===== config.mk =====
export PLATFORM = sky130hd
export DESIGN_NAME = scan_chain_ctrl
export DESIGN_NICKNAME = d
export VERILOG_FILES = /design/src/rtl/scan_chain_ctrl.sv
export SDC_FILE = /design/constraint.sdc
export NUM_CORES = 1
export LEC_CHECK = 0
export ABC_AREA = 0
export BUFFER_PORTS_ARGS = -buffer_cell sky130_fd_sc_hd__clkbuf_2
export CORE_MARGIN = 2
export CORE_UTILIZATION = 55
export DETAILED_ROUTE_END_ITERATION = 8
export GPL_TIMING_DRIVEN = 0
export PLACE_DENSITY = 0.8
export RECOVER_POWER = 50
export SETUP_SLACK_MARGIN = 0.5
export SLEW_MARGIN = 5
export SYNTH_ARGS = -nofsm -noshare
export SYNTH_HDL_FRONTEND = slang
export SYNTH_SLANG_ARGS = --single-unit
export TNS_END_PERCENT = 10

===== constraint.sdc =====
create_clock -name clk -period 4 [get_ports clk]
set_input_delay 0.8 -clock clk [delete_from_list [all_inputs] [get_ports clk]]
set_output_delay 0.8 -clock clk [all_outputs]
set_load 0.005 [all_outputs]

===== src/rtl/scan_chain_ctrl.sv =====
// Scan-chain transaction controller: shifts NTX_BITS bits LSB first using a
// non-overlapping two-phase clock (phi / phi_bar) and captures the chain's serial return.
module scan_chain_ctrl #(
   parameter int NTX_BITS      = 78,
   parameter int TX_BITS_WIDTH = 128,
   parameter int BIT_CNT_WIDTH = 7,
   parameter int PHASE_CYCLES  = 1
) (
   input  logic                     clk,
   input  logic                     reset_n,
   input  logic                     srst,
   input  logic                     start,
   input  logic [TX_BITS_WIDTH-1:0] data_in,
   input  logic                     scan_data_out,
   output logic                     busy,
   output logic                     done,
   output logic                     scan_id,
   output logic                     scan_phi,
   output logic                     scan_phi_bar,
   output logic                     scan_data_in,
   output logic                     scan_load_chip,
   output logic [TX_BITS_WIDTH-1:0] rd_data,
   output logic [BIT_CNT_WIDTH-1:0] nbits_cnt
);

   localparam int PW = (PHASE_CYCLES > 1) ? $clog2(PHASE_CYCLES) : 1;

   typedef enum logic [2:0] {
      S_IDLE, S_PHI, S_GAP1, S_PHIB, S_GAP2, S_LOAD, S_DONE
   } state_t;

   state_t                   state, state_nxt;
   logic [PW-1:0]            phase_cnt, phase_nxt;
   logic [BIT_CNT_WIDTH-1:0] bit_idx, bit_nxt;
   logic [TX_BITS_WIDTH-1:0] sreg, sreg_nxt, alt_pat;
   logic                     accept, phase_last, bit_last, capture, shifting_nxt;

   // Fallback pattern 0xAAAA_AAAA_AAAA_AAAA used when the low nibble of data_in is zero.
   always_comb begin
      alt_pat = '0;
      for (int i = 0; i < TX_BITS_WIDTH; i++)
         alt_pat[i] = (i < 64) && (i % 2 == 1);
   end

   assign accept     = (state == S_IDLE) && start && !srst;
   assign phase_last = (phase_cnt == PW'(PHASE_CYCLES - 1));
   assign bit_last   = (bit_idx == BIT_CNT_WIDTH'(NTX_BITS - 1));
   assign capture    = (state == S_PHIB) && phase_last && !srst;
   assign nbits_cnt  = bit_idx;

   always_comb begin
      state_nxt = state;
      phase_nxt = phase_cnt;
      bit_nxt   = bit_idx;
      sreg_nxt  = sreg;
      if (srst) begin
         state_nxt = S_IDLE;
         phase_nxt = '0;
         bit_nxt   = '0;
      end else begin
         case (state)
            S_IDLE: if (start) begin
               state_nxt = S_PHI;
               phase_nxt = '0;
               bit_nxt   = '0;
               sreg_nxt  = (data_in[3:0] == 4'd0) ? alt_pat : data_in;
            end
            S_PHI, S_GAP1, S_PHIB, S_GAP2, S_LOAD: begin
               if (!phase_last) begin
                  phase_nxt = phase_cnt + PW'(1);
               end else begin
                  phase_nxt = '0;
                  case (state)
                     S_PHI:  state_nxt = S_GAP1;
                     S_GAP1: state_nxt = S_PHIB;
                     S_PHIB: state_nxt = S_GAP2;
                     S_GAP2: if (bit_last) begin
                        state_nxt = S_LOAD;
                     end else begin
                        state_nxt = S_PHI;
                        bit_nxt   = bit_idx + BIT_CNT_WIDTH'(1);
                     end
                     default: state_nxt = S_DONE;
                  endcase
               end
            end
            S_DONE: begin
               state_nxt = S_IDLE;
               bit_nxt   = '0;
            end
            default: begin
               state_nxt = S_IDLE;
               phase_nxt = '0;
               bit_nxt   = '0;
            end
         endcase
      end
   end

   assign shifting_nxt = (state_nxt == S_PHI) || (state_nxt == S_GAP1) ||
                         (state_nxt == S_PHIB) || (state_nxt == S_GAP2);

   // Outputs are registered from the next state so they line up exactly with the state slots.
   always_ff @(posedge clk or negedge reset_n) begin
      if (!reset_n) begin
         state          <= S_IDLE;
         phase_cnt      <= '0;
         bit_idx        <= '0;
         sreg           <= '0;
         rd_data        <= '0;
         busy           <= 1'b0;
         done           <= 1'b0;
         scan_id        <= 1'b0;
         scan_phi       <= 1'b0;
         scan_phi_bar   <= 1'b0;
         scan_data_in   <= 1'b0;
         scan_load_chip <= 1'b0;
      end else begin
         state     <= state_nxt;
         phase_cnt <= phase_nxt;
         bit_idx   <= bit_nxt;
         sreg      <= sreg_nxt;
         if (accept)
            rd_data <= '0;
         else if (capture)
            rd_data[bit_idx] <= scan_data_out;
         busy           <= shifting_nxt || (state_nxt == S_LOAD);
         scan_id        <= shifting_nxt || (state_nxt == S_LOAD);
         done           <= (state_nxt == S_DONE);
         scan_phi       <= (state_nxt == S_PHI);
         scan_phi_bar   <= (state_nxt == S_PHIB);
         scan_load_chip <= (state_nxt == S_LOAD);
         scan_data_in   <= shifting_nxt ? sreg_nxt[bit_nxt] : 1'b0;
      end
   end

endmodule


==> summary.txt <==
Clocking
  – CTS Hold Buffers Added: 0
  – Maximum buffer depth of the clock tree: 3
  – H-tree Lvls: 1
  – Clk sink count: about 270
  – CTS clk-pin slew, worst paths: 0.06 ns
  – Clock Tree Root: clkbuf_16
  – TritonCTS buffer count: 29
  – TritonCTS clock tree: built
  – Clock Latency Late Sink: 0.55 ns

Setup path
  – WP data required: 4.44 ns
  – Critical Path Fanout Max: 10
  – Crit path top cell by count: clkbuf_1
  – CP max-delay cell: nor4_1
  – Worst path max stage delay: 0.58 ns
  – Critical path capture point type: flop
  – Arrival time of the worst setup path: 3.93 ns
  – Crit-path cells: clkbuf_1 -> nor4_1 -> nand2_2 -> clkbuf_1 -> clkbuf_1 -> nand2_1 -> nand2_1 -> o21ai_0 -> o21bai_1 -> a32oi_1 -> a21oi_1 -> o21bai_1 -> a32o_1
  – Critical Setup Path Class: reg -> reg
  – CP Launch Type: flop

Power
  – Peak supply drop: 0.3192 mV
  – LEAKAGE: around 0.0074 uW
  – Overall Power: 6665 uW
  – Pwr/cell area: 423.1 nW/um^2

Run status
  – Failing checks: max-capacitance violations, max-slew violations
  – Status: finished, violations left

Place
  – DP HPWL: 31120 um
  – Placed cell count: 2118
  – Port Buffers: 272
  – Place WS: 0.1766 ns
  – GP Congestion: around 0.93

Synth
  – Syn. warnings: 0
  – Yosys reg bits: 272
  – Post-synth EDFFs: 0
  – Share of Yosys cell area claimed by the top area cell type: 52.19%
  – Count leader, synth: nand2_1
  – Synth Area per Inst: 8.552 um^2
  – Synth top cells by count: nand2_1 (346), dfrtp_1 (272), nand3_1 (237)
  – Asr flop ratio synth: 100.0%
  – Area leader, netlist: dfrtp_1
  – Post-synthesis sequential area ratio: 52.19%
  – Post-Synthesis Cells: 1525
  – Largest cells by area after synthesis: dfrtp_1 (52%), nand2_1 (10%), nand3_1 (9.1%), a21oi_1 (5.8%), o21ai_0 (5.4%)
  – Number of distinct library cells after synthesis: 63
  – Commonest register cell after synthesis: dfrtp_1
  – Synth Net Count: approximately 1700
  – Synth Cell Area: 13040 um^2

STA
  – Worst slew pin tran: 2.237 ns
  – Max Clock Freq: 0.2867 GHz
  – Relative slew margins: -49.15%
  – Setup TNS: 0 ns
  – Final setup viols: 0
  – Setup ws final: 0.5116 ns
  – Crit share post-route: between 80% and 90%
  – Period minus WS final: 3.488 ns
  – Pins Over Slew Limit: 85
  – Clk_skew: roughly 0.012 ns
  – RSZ-0062 raised after global routing: true
  – Final Hold Vio Count: 0

Job
  – Total of max-cap violations: 1

Floorplan
  – Initial Utilization: a little under three fifths
  – Core Box Area: 23400 um^2
  – Die W: 158.0 um
  – Num rows: 56
  – Ports: 275
  – Die Y: 158.0 um
  – Die area: 24960 um^2

Drt
  – ANT nets after route: 0
  – Post-DR wirelength/cell: 20.53 um
  – Vias per inst: 6.125
  – DRC Markers: 0
  – Routed Wire Length: about 45000 um
  – Routed via count: 13330
  – 1st-iter DRT viols: around 1800
  – Drt first pass iters: 8

Global route
  – Pin count of the biggest net entering global routing: 104
  – First-pass GRT wire length: approximately 68000 um
  – Vias in the first global route: between 10000 and 15000
  – Initial antenna violation count: 1
  – GRT Overall Usage: 35.43%
  – Total grt overflow: 0

Cells and area
  – Fraction of layout instances using a drive strength above 1: 17.56%
  – Layout Cells excl Fill: 2176
  – Layout area overhead: 20.79%
  – # fillers: 2003
  – Layout Nets: roughly 2000
  – Final design utilization: 67.32%

Worst hold path
  – Hold crit path type: reg -> reg
## layout by cell type (no fill, tap or decap), drive strengths merged, types with 2 or more instances in the layout
cell,count
inv,11
mux2i,26
a21oi,153
o21ai,146
a211oi,14
buf,68
o31ai,2
nor3b,2
a31oi,5
or3,3
nand4,8
a32oi,5
and3,8
a211o,4
nor2,66
clkbuf,383
a21o,2
clkinv,6
nor4,3
nand2b,4
nor3,16
and2,6
a32o,5
mux4,2
nand3,237
a311o,3
clkinvlp,2
o21bai,6
nand2,347
o22a,4
o22ai,2
o21a,6
nand3b,3
a21boi,2
ha,2
nor2b,6
dfrtp,272
## path summary, 6_finish.rpt
path	startpoint	endpoint	slack [ns]	depth (start not counted)
min	sreg[72]	sreg[72]	0.46	2
max in group asynchronous	reset_n	sreg[48]	0.92	3
min in group asynchronous	reset_n	rd_data[19]	0.90	1
max reg2reg	state[1]	scan_data_in	0.51	13
max	state[1]	scan_data_in	0.51	13
min reg2reg	sreg[72]	sreg[72]	0.46	2
## power breakdown
part           switching (uW)  total (uW)  internal [uW]  leakage, uW
clock network            1130        2630           1500     0.000462
logic                     597         906            309      0.00334
registers                86.8        3130           3040      0.00360
total                    1810        6660           4850      0.00740
## sequential cells by signal (all words and copies together), names as in the netlist
register	flops
scan_load_chip	1
scan_phi	1
state	3
sreg	128
nbits_cnt	7
scan_data_in	1
scan_id	1
done	1
rd_data	128
scan_phi_bar	1
## final cells by class
type                       count  area, um^2  area share (%)
antenna                        1       2.502         0.01588
buffer                       129       605.6           3.844
clock buffer                  44       872.1           5.536
clock inverter                 9       55.05          0.3495
inverter                      10       43.79          0.2780
multi-input combinational   1114        5644           35.83
sequential                   272        6807           43.21
tap                          319       399.1           2.534
timing repair buffer         278        1325           8.411
## through the flow
| step | instance area, um^2 | hold WS, ns |
|---|---|---|
| detailed placement | 14870 | 0.4505 |
| floorplan | 13040 | 0.4293 |
| global route | 15750 | 0.4858 |
| CTS | 15830 | 0.3354 |
| finish | 15750 | 0.4644 |
| global placement | 14800 | 0.4423 |
## cells by family (layout without fill, tap and decap cells)
family          count (synthesis)  count (layout)  share of synthesized area (%)
fa+ha+maj                       2               2                         0.1918
xor+xnor                        1               1                        0.06716
other cells                     0               1                              0
buf+inv                       139             470                          4.816
flops                         272             272                          52.19
mux                            29              29                          2.427
compound gates                368             368                          15.97
simple gates                  714             714                          24.34
## worst max-delay path, delay by kind of cell (launching register included)
kind	cells	cell delay, ns
AOI/OAI and AO/OA	6	1.20
and+or+nand+nor	4	0.92
buffers and inverters	3	0.88
DFF	1	0.37
## routing by layer
| metal | wire (um) | track usage (%) |
|---|---|---|
| met1 | 16910 | 46.08 |
| met2 | 20760 | 56.83 |
| met3 | 4697 | 6.022 |
| met4 | 2310 | 19.35 |
| met5 | 0 | 0 |
## repair_timing
action	4_1_cts	5_1_grt
endpoints found under the setup margin	66	110
pin swaps	0	1
setup buffers	0	4
gates resized for setup	5	31
(Power assumes the default switching activity.)
